$ cat config.mk
export PLATFORM = sky130hd
export DESIGN_NAME = arith_multicycle
export DESIGN_NICKNAME = d
export VERILOG_FILES = /design/src/rtl/arith_multicycle.sv
export SDC_FILE = /design/constraint.sdc
export NUM_CORES = 2
export LEC_CHECK = 0
export BUFFER_PORTS_ARGS = -buffer_cell sky130_fd_sc_hd__buf_4
export CORE_MARGIN = 8
export CORE_UTILIZATION = 50
export DETAILED_ROUTE_END_ITERATION = 16
export HOLD_SLACK_MARGIN = 0.06
export PLACE_DENSITY = 0.71
export SLEW_MARGIN = 20
export SYNTH_ARGS = -nofsm -noshare
export SYNTH_HDL_FRONTEND = slang
export SYNTH_SLANG_ARGS = --single-unit
export TNS_END_PERCENT = 30
$ cat constraint.sdc
create_clock -name clock -period 54 [get_ports clock]
set_clock_uncertainty 0.05 [all_clocks]
set_input_delay 2.7 -clock clock [delete_from_list [all_inputs] [get_ports clock]]
set_output_delay 2.7 -clock clock [all_outputs]
set_load 0.03 [all_outputs]
$ cat src/rtl/arith_multicycle.sv
// arith_multicycle
//   Multi-cycle MIPS arithmetic machine. It fetches one 32-bit instruction
//   over a stallable request/valid handshake and executes it in a second
//   cycle. Results go into a 32 x WIDTH register file.
//
//   Fetch handshake: imem_req is high for every cycle spent in FETCH. The
//   instruction is taken on the rising edge where imem_req and imem_valid are
//   both high. The memory may hold imem_valid low for any number of cycles,
//   and the machine waits with PC stable. imem_valid carries no meaning while
//   imem_req is low.
//
//   An unrecognised instruction sets a sticky exception and parks the machine
//   in HALT. Only reset leaves HALT.
//
// Parameters
//   WIDTH        datapath and register width, 16..64
//   PC_RESET     word-aligned PC loaded on reset
//   RETIRE_BITS  width of the retired-instruction counter
//
// Ports
//   clock       rising-edge clock
//   reset       asynchronous active-high reset
//   imem_req    fetch request (high exactly in FETCH)
//   imem_addr   word address PC[31:2]
//   imem_data   instruction word
//   imem_valid  imem_data is valid for imem_addr this cycle
//   except      sticky illegal-instruction flag
//   retired     count of executed instructions (wraps)
//   dbg_addr    debug register select
//   dbg_data    combinational read of register dbg_addr (r0 reads 0)
module arith_multicycle #(
    parameter int          WIDTH       = 32,
    parameter logic [31:0] PC_RESET    = 32'h0,
    parameter int          RETIRE_BITS = 16
) (
    input  logic                   clock,
    input  logic                   reset,
    output logic                   imem_req,
    output logic [29:0]            imem_addr,
    input  logic [31:0]            imem_data,
    input  logic                   imem_valid,
    output logic                   except,
    output logic [RETIRE_BITS-1:0] retired,
    input  logic [4:0]             dbg_addr,
    output logic [WIDTH-1:0]       dbg_data
);

    typedef enum logic [1:0] {
        ST_FETCH = 2'd0,
        ST_EXEC  = 2'd1,
        ST_HALT  = 2'd2
    } state_t;

    state_t                 state_q, state_d;
    // PC is held as a word address. Incrementing it by one is PC+4 mod 2^32.
    logic [29:0]            pc_q;
    logic [31:0]            ir_q;
    logic                   except_q;
    logic [RETIRE_BITS-1:0] retired_q;
    logic [WIDTH-1:0]       rf_q [32];

    // FSM control strobes
    logic ir_load;
    logic do_retire;
    logic do_fault;

    // Decode and execute
    logic [5:0]       opcode;
    logic [5:0]       funct;
    logic [4:0]       rs, rt, rd;
    logic [WIDTH-1:0] op_a, op_b;
    logic [WIDTH-1:0] imm_sext, imm_zext;
    logic [WIDTH-1:0] result;
    logic [4:0]       wr_addr;
    logic             legal;
    logic             unused_shamt;

    assign opcode = ir_q[31:26];
    assign rs     = ir_q[25:21];
    assign rt     = ir_q[20:16];
    assign rd     = ir_q[15:11];
    assign funct  = ir_q[5:0];
    assign unused_shamt = ^ir_q[10:6];

    // Both operands are read before the writeback edge, so an instruction
    // that names the same register as source and destination sees the old value.
    assign op_a = rf_q[rs];
    assign op_b = rf_q[rt];

    // A size cast of a signed value sign-extends. This also works at WIDTH=16.
    assign imm_sext = WIDTH'($signed(ir_q[15:0]));
    assign imm_zext = WIDTH'(ir_q[15:0]);

    always_comb begin
        legal   = 1'b1;
        wr_addr = rd;
        result  = '0;
        case (opcode)
            6'h00: begin
                case (funct)
                    6'h20:   result = op_a + op_b;
                    6'h22:   result = op_a - op_b;
                    6'h24:   result = op_a & op_b;
                    6'h25:   result = op_a | op_b;
                    6'h26:   result = op_a ^ op_b;
                    6'h27:   result = ~(op_a | op_b);
                    default: legal  = 1'b0;
                endcase
            end
            6'h08: begin
                wr_addr = rt;
                result  = op_a + imm_sext;
            end
            6'h0c: begin
                wr_addr = rt;
                result  = op_a & imm_zext;
            end
            6'h0d: begin
                wr_addr = rt;
                result  = op_a | imm_zext;
            end
            6'h0e: begin
                wr_addr = rt;
                result  = op_a ^ imm_zext;
            end
            default: legal = 1'b0;
        endcase
    end

    // Next-state logic and outputs
    always_comb begin
        state_d   = state_q;
        imem_req  = 1'b0;
        ir_load   = 1'b0;
        do_retire = 1'b0;
        do_fault  = 1'b0;
        case (state_q)
            ST_FETCH: begin
                imem_req = 1'b1;
                if (imem_valid) begin
                    ir_load = 1'b1;
                    state_d = ST_EXEC;
                end
            end
            ST_EXEC: begin
                if (legal) begin
                    do_retire = 1'b1;
                    state_d   = ST_FETCH;
                end else begin
                    do_fault = 1'b1;
                    state_d  = ST_HALT;
                end
            end
            ST_HALT: state_d = ST_HALT;
            default: state_d = ST_FETCH;
        endcase
    end

    always_ff @(posedge clock or posedge reset) begin
        if (reset) begin
            state_q   <= ST_FETCH;
            pc_q      <= PC_RESET[31:2];
            ir_q      <= '0;
            except_q  <= 1'b0;
            retired_q <= '0;
        end else begin
            state_q <= state_d;
            if (ir_load) begin
                ir_q <= imem_data;
            end
            if (do_retire) begin
                pc_q      <= pc_q + 30'd1;
                retired_q <= retired_q + RETIRE_BITS'(1);
            end
            if (do_fault) begin
                except_q <= 1'b1;
            end
        end
    end

    // Register file. r0 is never written, so it stays at its reset value of 0.
    always_ff @(posedge clock or posedge reset) begin
        if (reset) begin
            for (int i = 0; i < 32; i++) begin
                rf_q[i] <= '0;
            end
        end else if (do_retire && (wr_addr != 5'd0)) begin
            rf_q[wr_addr] <= result;
        end
    end

    assign imem_addr = pc_q;
    assign except    = except_q;
    assign retired   = retired_q;
    assign dbg_data  = (dbg_addr == 5'd0) ? '0 : rf_q[dbg_addr];

endmodule

# Yosys cells after proc, flatten, opt, wreduce, memory -nomap -nowiden
# Index checks and enable logic that the tools add are counted.
# totals
ff_bits,1105
in_bits,40
out_inout_bits,80
# classes
add_sub_neg,5
magnitude_cmp,5
eq_ne,13
n_mux,28
bitwise,11
n_reduce_logical,8
# ops
op,n
$bwmux 1024,1
$bmux 32 s5,3
$mux 32,8
$pmux 32 s6,1
$demux 32 s5,1
$pmux 32 s5,1
$add 32x32->32,2
$eq 6x6->1 const B,6
$and 32x16->32,1
$and 32x32->32,1
$not 32->32,1
$or 32x16->32,1
$or 32x32->32,1
$sub 32x32->32,1
$xor 32x16->32,1
$xor 32x32->32,1
$add 30x1->30 const B,1
$eq 6x4->1 const B,4
$ge 6x6->1 const B,4
$not 5->6,4
$add 16x1->16 const B,1
$mux 1,8
$logic_not 6->1,1
$lt 6x1->1 const B,1
other kinds (13),15

# Logic depth before layout (Yosys ltp)
# logic_depth
word_depth,9
depth_mapped,30

# Worst setup path after synthesis
# No wires, ideal clock.
# synth_path
kind,input-to-output
from,input dbg_addr[0]
to,output dbg_data[10]
arrival_time_ns,5.167
t_required_ns,51.250
setup_slack_ns,46.083
cell_stages,7
n_path_buf,3
path_cell_list,clkbuf_1 > clkbuf_1 > buf_1 > mux4_2 > mux4_2 > mux2i_1 > nor2_1
# synth_between
elab_chain_len,5
# synth_rtl
element,line,text
start: declaration,44,"input logic [4:0] dbg_addr,"
$not 5->6 (not written as such),195,assign dbg_data = (dbg_addr == 5'd0) ? '0 : rf_q[dbg_addr];
$bmux 32 s5,195,
$mux 32 (not written as such) (2 in a row),195,
$mux 32 (*),195,
end: declaration,45,output logic [WIDTH-1:0] dbg_data
# Every way passes the cells marked *; elsewhere a longest branch is shown, timed or not. The select of a mux whose other input is x is not followed.

# Final worst setup path
# layout_path
from,input dbg_addr[1]
to,output dbg_data[2]
# The elaborated chain is that of the path after synthesis.

==> reports/results.md <==
| Stage | Quantity | Reported |
| --- | --- | --- |
| finish | Most frequent cells in the layout | sky130_fd_sc_hd__dfrtp_1, sky130_fd_sc_hd__nor2_1, sky130_fd_sc_hd__mux4_2 |
| global route | First-pass GRT wire length | 382 mm |
| sta | Post-route minimum period | 9.29 ns |
| synth | Mux share of post-synthesis cell area | 0.300 |
| clock network | Reg clk slew, reported paths | 0.06 ns |
| placed design | Total of buffers placed on input and output ports | 119 |
| synth | Primary flip-flop cell chosen by synthesis mapping | sky130_fd_sc_hd__dfrtp_1 |
| synth | Post-Syn Area per Cell | 10.9 um2 |
| min path | Worst hold path class | flip-flop to flip-flop |
| sta | Unrepaired setup endpoints after global routing | false |
| clock network | TritonCTS clock tree | done |
| synth | Post-synthesis net count | 6820 |
| run | Number of max-capacitance violations reported | 0 |
| floorplan | Number of I/O pins | 120 |
| sta | Slew headroom | 0.160 |
| clock network | Setup fix buffers added after clock tree synthesis | 0 |
| floorplan | Starting density of the core | 0.504 |
| sta | Pins over their slew limit | 0 |
| worst setup path | Crit path launch type | primary input |
| synth | Synth area leader | sky130_fd_sc_hd__dfrtp_1 |
| detailed routing | Total wirelength of the detailed-routed design | 259 mm |
| global route | Vias in the first global route | 57400 |
| power and ir drop | Static power due to leakage | 33.1 nW |
| power and ir drop | Switch share | 0.423 |
| finish | Net total in the final layout | 6565 |
| sta | Fmax achieved | 0.108 GHz |
| worst setup path | Path type of the worst setup path | primary input to primary output |
| worst setup path | R2r startpoint | ir_q[21]$_DFFE_PP0P_ |
| detailed routing | Initial DRC Count | 9006 |
| min path | Hold Path Origin | rf_q[993]$_DFFE_PP0P_ |
| synth | Asr flop ratio synth | 1.00 |
| clock network | Insertion delay to the later sink of the worst-skew pair | 0.77 ns |
| power and ir drop | Relative contribution of the clock network to total power | 0.242 |
| power and ir drop | Highest ir drop seen on vdd | 0.0412 mV |
| floorplan | Number of core rows | 139 |
| sta | Total negative slack for setup checks | 0 ns |
| power and ir drop | Reg power frac | 0.304 |
| clock network | Cts repair resizes | 0 |
| synth | Distinct cell type count of the synthesized netlist | 84 |
| detailed routing | DR WL/cell | 30.9 um |
| synth | Synth top area share | 0.381 |
| sta | Worst-case setup margin in the final layout | 44.71 ns |
| clock network | Cts bufs inserted | 117 |
| power and ir drop | Internal power component | 2.03 mW |
| finish | Area added between synthesis and finish | 8.66% |
| synth | Number of warnings issued by yosys | 0 |
| floorplan | Core Footprint | 144000 um2 |
| worst setup path | Crit path max fanout | 57 |
| clock network | Hold buffers post-CTS | 0 |
| global route | Maximum number of pins on one net before global-route repair | 189 |
| finish | Fraction of layout instances using a drive strength above 1 | 0.233 |
| global route | Antenna violations before repair | 9 |
| sta | Worst slew pin tran | 1.26 ns |
| sta | Number of hold violations in the final report | 0 |
| synth | Post-synthesis sequential area ratio | 0.381 |
| synth | Top cells by area in the synthesized netlist | sky130_fd_sc_hd__dfrtp_1, sky130_fd_sc_hd__mux4_2, sky130_fd_sc_hd__a21oi_1 |
| worst setup path | Worst setup EP type | primary output |
| synth | Number of enable-type register cells in the synthesized netlist | 0 |
| synth | Share of the synthesized netlist area taken by xor and xnor gates | 0.0180 |
| finish | Most common library cell in the layout ignoring fill and taps | sky130_fd_sc_hd__dfrtp_1 |
| synth | Adder-cell area share of the yosys netlist | 0.0269 |
| worst setup path | Required @ worst endpoint | 51.25 ns |
| detailed routing | Via-per-instance ratio | 7.04 |
| placed design | Detailed-placement wirelength estimate | 159 mm |
| power and ir drop | Power Density | 44.6 nW/um2 |
| power and ir drop | Sw power | 1.49 mW |
| synth | Post-Synthesis Cell Area | 72500 um2 |
| detailed routing | Post-route ant nets | 0 |
| floorplan | Y dimension of the die | 397 um |
| clock network | Clk root buf | sky130_fd_sc_hd__clkbuf_16 |
| detailed routing | First-pass iteration count of the detailed router | 8 |
| sta | Setup violators final | 0 |
| worst setup path | Critical Path Start | dbg_addr[1] |
| global route | GRT Residual Overflow | 0 |
| sta | Share of the clock period used by the worst path after layout | 0.172 |
| clock network | Deepest clock path buffer count | 3 |
| outcome | Status | completed |
| synth | Compound-cell area share of the yosys netlist | 0.130 |
| synth | Basic-gate share of the synthesized area counting and, or, nand and nor cells | 0.0967 |
| placed design | Weighted congestion at the end of routability-driven global placement | 0.961 |
| clock network | H-tree lvl count | 3 |
| clock network | Number of sinks handled by clock tree synthesis | 1105 |
| synth | Number of cells produced by synthesis | 6626 |
| floorplan | Floorplan die area | 158000 um2 |
| power and ir drop | Part of the power in combinational logic | 0.454 |
| placed design | Setup WS pre-CTS | 44.64 ns |
| floorplan | X dimension of the die | 397 um |
| synth | Largest family of logic cells by synthesized area | multiplexers |
| synth | Register bit total from synthesis | 1105 |
| detailed routing | # DRC | 0 |
| global route | GRT Resource Usage Total | 0.322 |
| worst setup path | Data arrival time at the worst-slack endpoint | 6.54 ns |
| detailed routing | Count of vias placed by the detailed router | 59000 |
## metrics by stage
stage	hold slack [ns]	cell area, um2	std cells	power (mW)	util
after floorplan	0.390	72500	6626	2.16	-
after global placement	0.345	74700	8151	2.59	0.520
after detailed placement	0.357	74800	8153	2.63	0.520
after CTS	0.370	78700	8366	3.48	0.548
after global routing	0.384	78800	8368	3.64	0.548
final	0.372	78800	8371	3.52	0.548
## power groups by stage
stage | registers [mW] | logic, mW | clock network (mW)
final | 1.07 | 1.60 | 0.852
after global routing | 1.08 | 1.67 | 0.890
after CTS | 1.06 | 1.56 | 0.858
after detailed placement | 1.08 | 1.55 | 0
after global placement | 1.07 | 1.52 | 0
after floorplan | 0.998 | 1.16 | 0
## registers in the layout, summed over array words and instances, names as in the netlist
register,cells
except,1
state_q,2
ir_q,32
imem_addr,30
retired,16
rf_q,1024
## cell families after synthesis
group,Yosys count
adder cells (fa/ha/maj),155
XOR/XNOR,149
multiplexers,1133
buffers and inverters,775
AND/OR/NAND/NOR,1675
flip-flops,1105
AO/OA/AOI/OAI,1634
## routing by layer
layer	wire (um)	part of all wire	track usage	vias to the layer above
met4	17300	0.067	0.177	12
met3	36900	0.14	0.107	914
li1	-	-	-	24200
met5	80	0.00031	0	-
met1	93700	0.36	0.428	29500
met2	111000	0.43	0.467	4331
## final timing paths
check / depth (start not counted) / endpoint / slack, ns
max: 8 / dbg_data[2] / 44.71
min: 0 / rf_q[993]$_DFFE_PP0P_ / 0.37
max reg2reg: 21 / rf_q[863]$_DFFE_PP0P_ / 44.73
min reg2reg: 0 / rf_q[993]$_DFFE_PP0P_ / 0.37
max in group asynchronous: 7 / rf_q[52]$_DFFE_PP0P_ / 47.96
min in group asynchronous: 2 / rf_q[269]$_DFFE_PP0P_ / 2.07
## worst max-delay path: stages
cell,delay [ns]
sky130_fd_sc_hd__buf_8,0.31
sky130_fd_sc_hd__buf_4,0.81
sky130_fd_sc_hd__buf_4,0.77
sky130_fd_sc_hd__mux4_2,0.42
sky130_fd_sc_hd__mux4_2,0.53
sky130_fd_sc_hd__mux2i_1,0.52
sky130_fd_sc_hd__nor2_1,0.11
sky130_fd_sc_hd__buf_4,0.20
## Yosys cell counts (6+ instances only)
cell type,count
sky130_fd_sc_hd__inv_2,6
sky130_fd_sc_hd__buf_4,16
sky130_fd_sc_hd__buf_6,23
sky130_fd_sc_hd__ha_1,152
sky130_fd_sc_hd__and2_1,14
sky130_fd_sc_hd__dfrtp_1,1105
sky130_fd_sc_hd__mux2i_1,263
sky130_fd_sc_hd__o31ai_1,8
sky130_fd_sc_hd__buf_1,101
sky130_fd_sc_hd__o21ai_1,17
sky130_fd_sc_hd__nand4_1,58
sky130_fd_sc_hd__mux4_2,824
sky130_fd_sc_hd__nor2b_1,33
sky130_fd_sc_hd__a211oi_1,39
sky130_fd_sc_hd__nand3_1,64
sky130_fd_sc_hd__mux2_2,42
sky130_fd_sc_hd__xor2_1,33
sky130_fd_sc_hd__a22oi_1,69
sky130_fd_sc_hd__xnor2_1,116
sky130_fd_sc_hd__o221ai_1,13
sky130_fd_sc_hd__nor2_1,875
sky130_fd_sc_hd__a221oi_1,24
sky130_fd_sc_hd__a41oi_2,30
sky130_fd_sc_hd__nand2_1,476
sky130_fd_sc_hd__buf_2,122
sky130_fd_sc_hd__o22ai_1,39
sky130_fd_sc_hd__nand2b_1,13
sky130_fd_sc_hd__inv_1,105
sky130_fd_sc_hd__o211ai_1,12
sky130_fd_sc_hd__and3_1,23
sky130_fd_sc_hd__o21a_1,13
sky130_fd_sc_hd__nor3_1,72
sky130_fd_sc_hd__a21oi_1,826
sky130_fd_sc_hd__nor3b_1,8
sky130_fd_sc_hd__and4_1,10
sky130_fd_sc_hd__a21o_1,34
sky130_fd_sc_hd__a31oi_1,18
sky130_fd_sc_hd__clkbuf_1,392
sky130_fd_sc_hd__o21ai_0,438
## area by class of cell
type                    count  area [um2]
diodes                      3        7.51
clock buffers             157        3280
clock inverters            56         719
fillers                 11900       65000
inverters                 111         425
multi-input cells        4746       42000
flip-flops and latches   1105       27700
well taps                1903        2380
repair buffers            290        2330
Power figures use the tool's default switching activity.
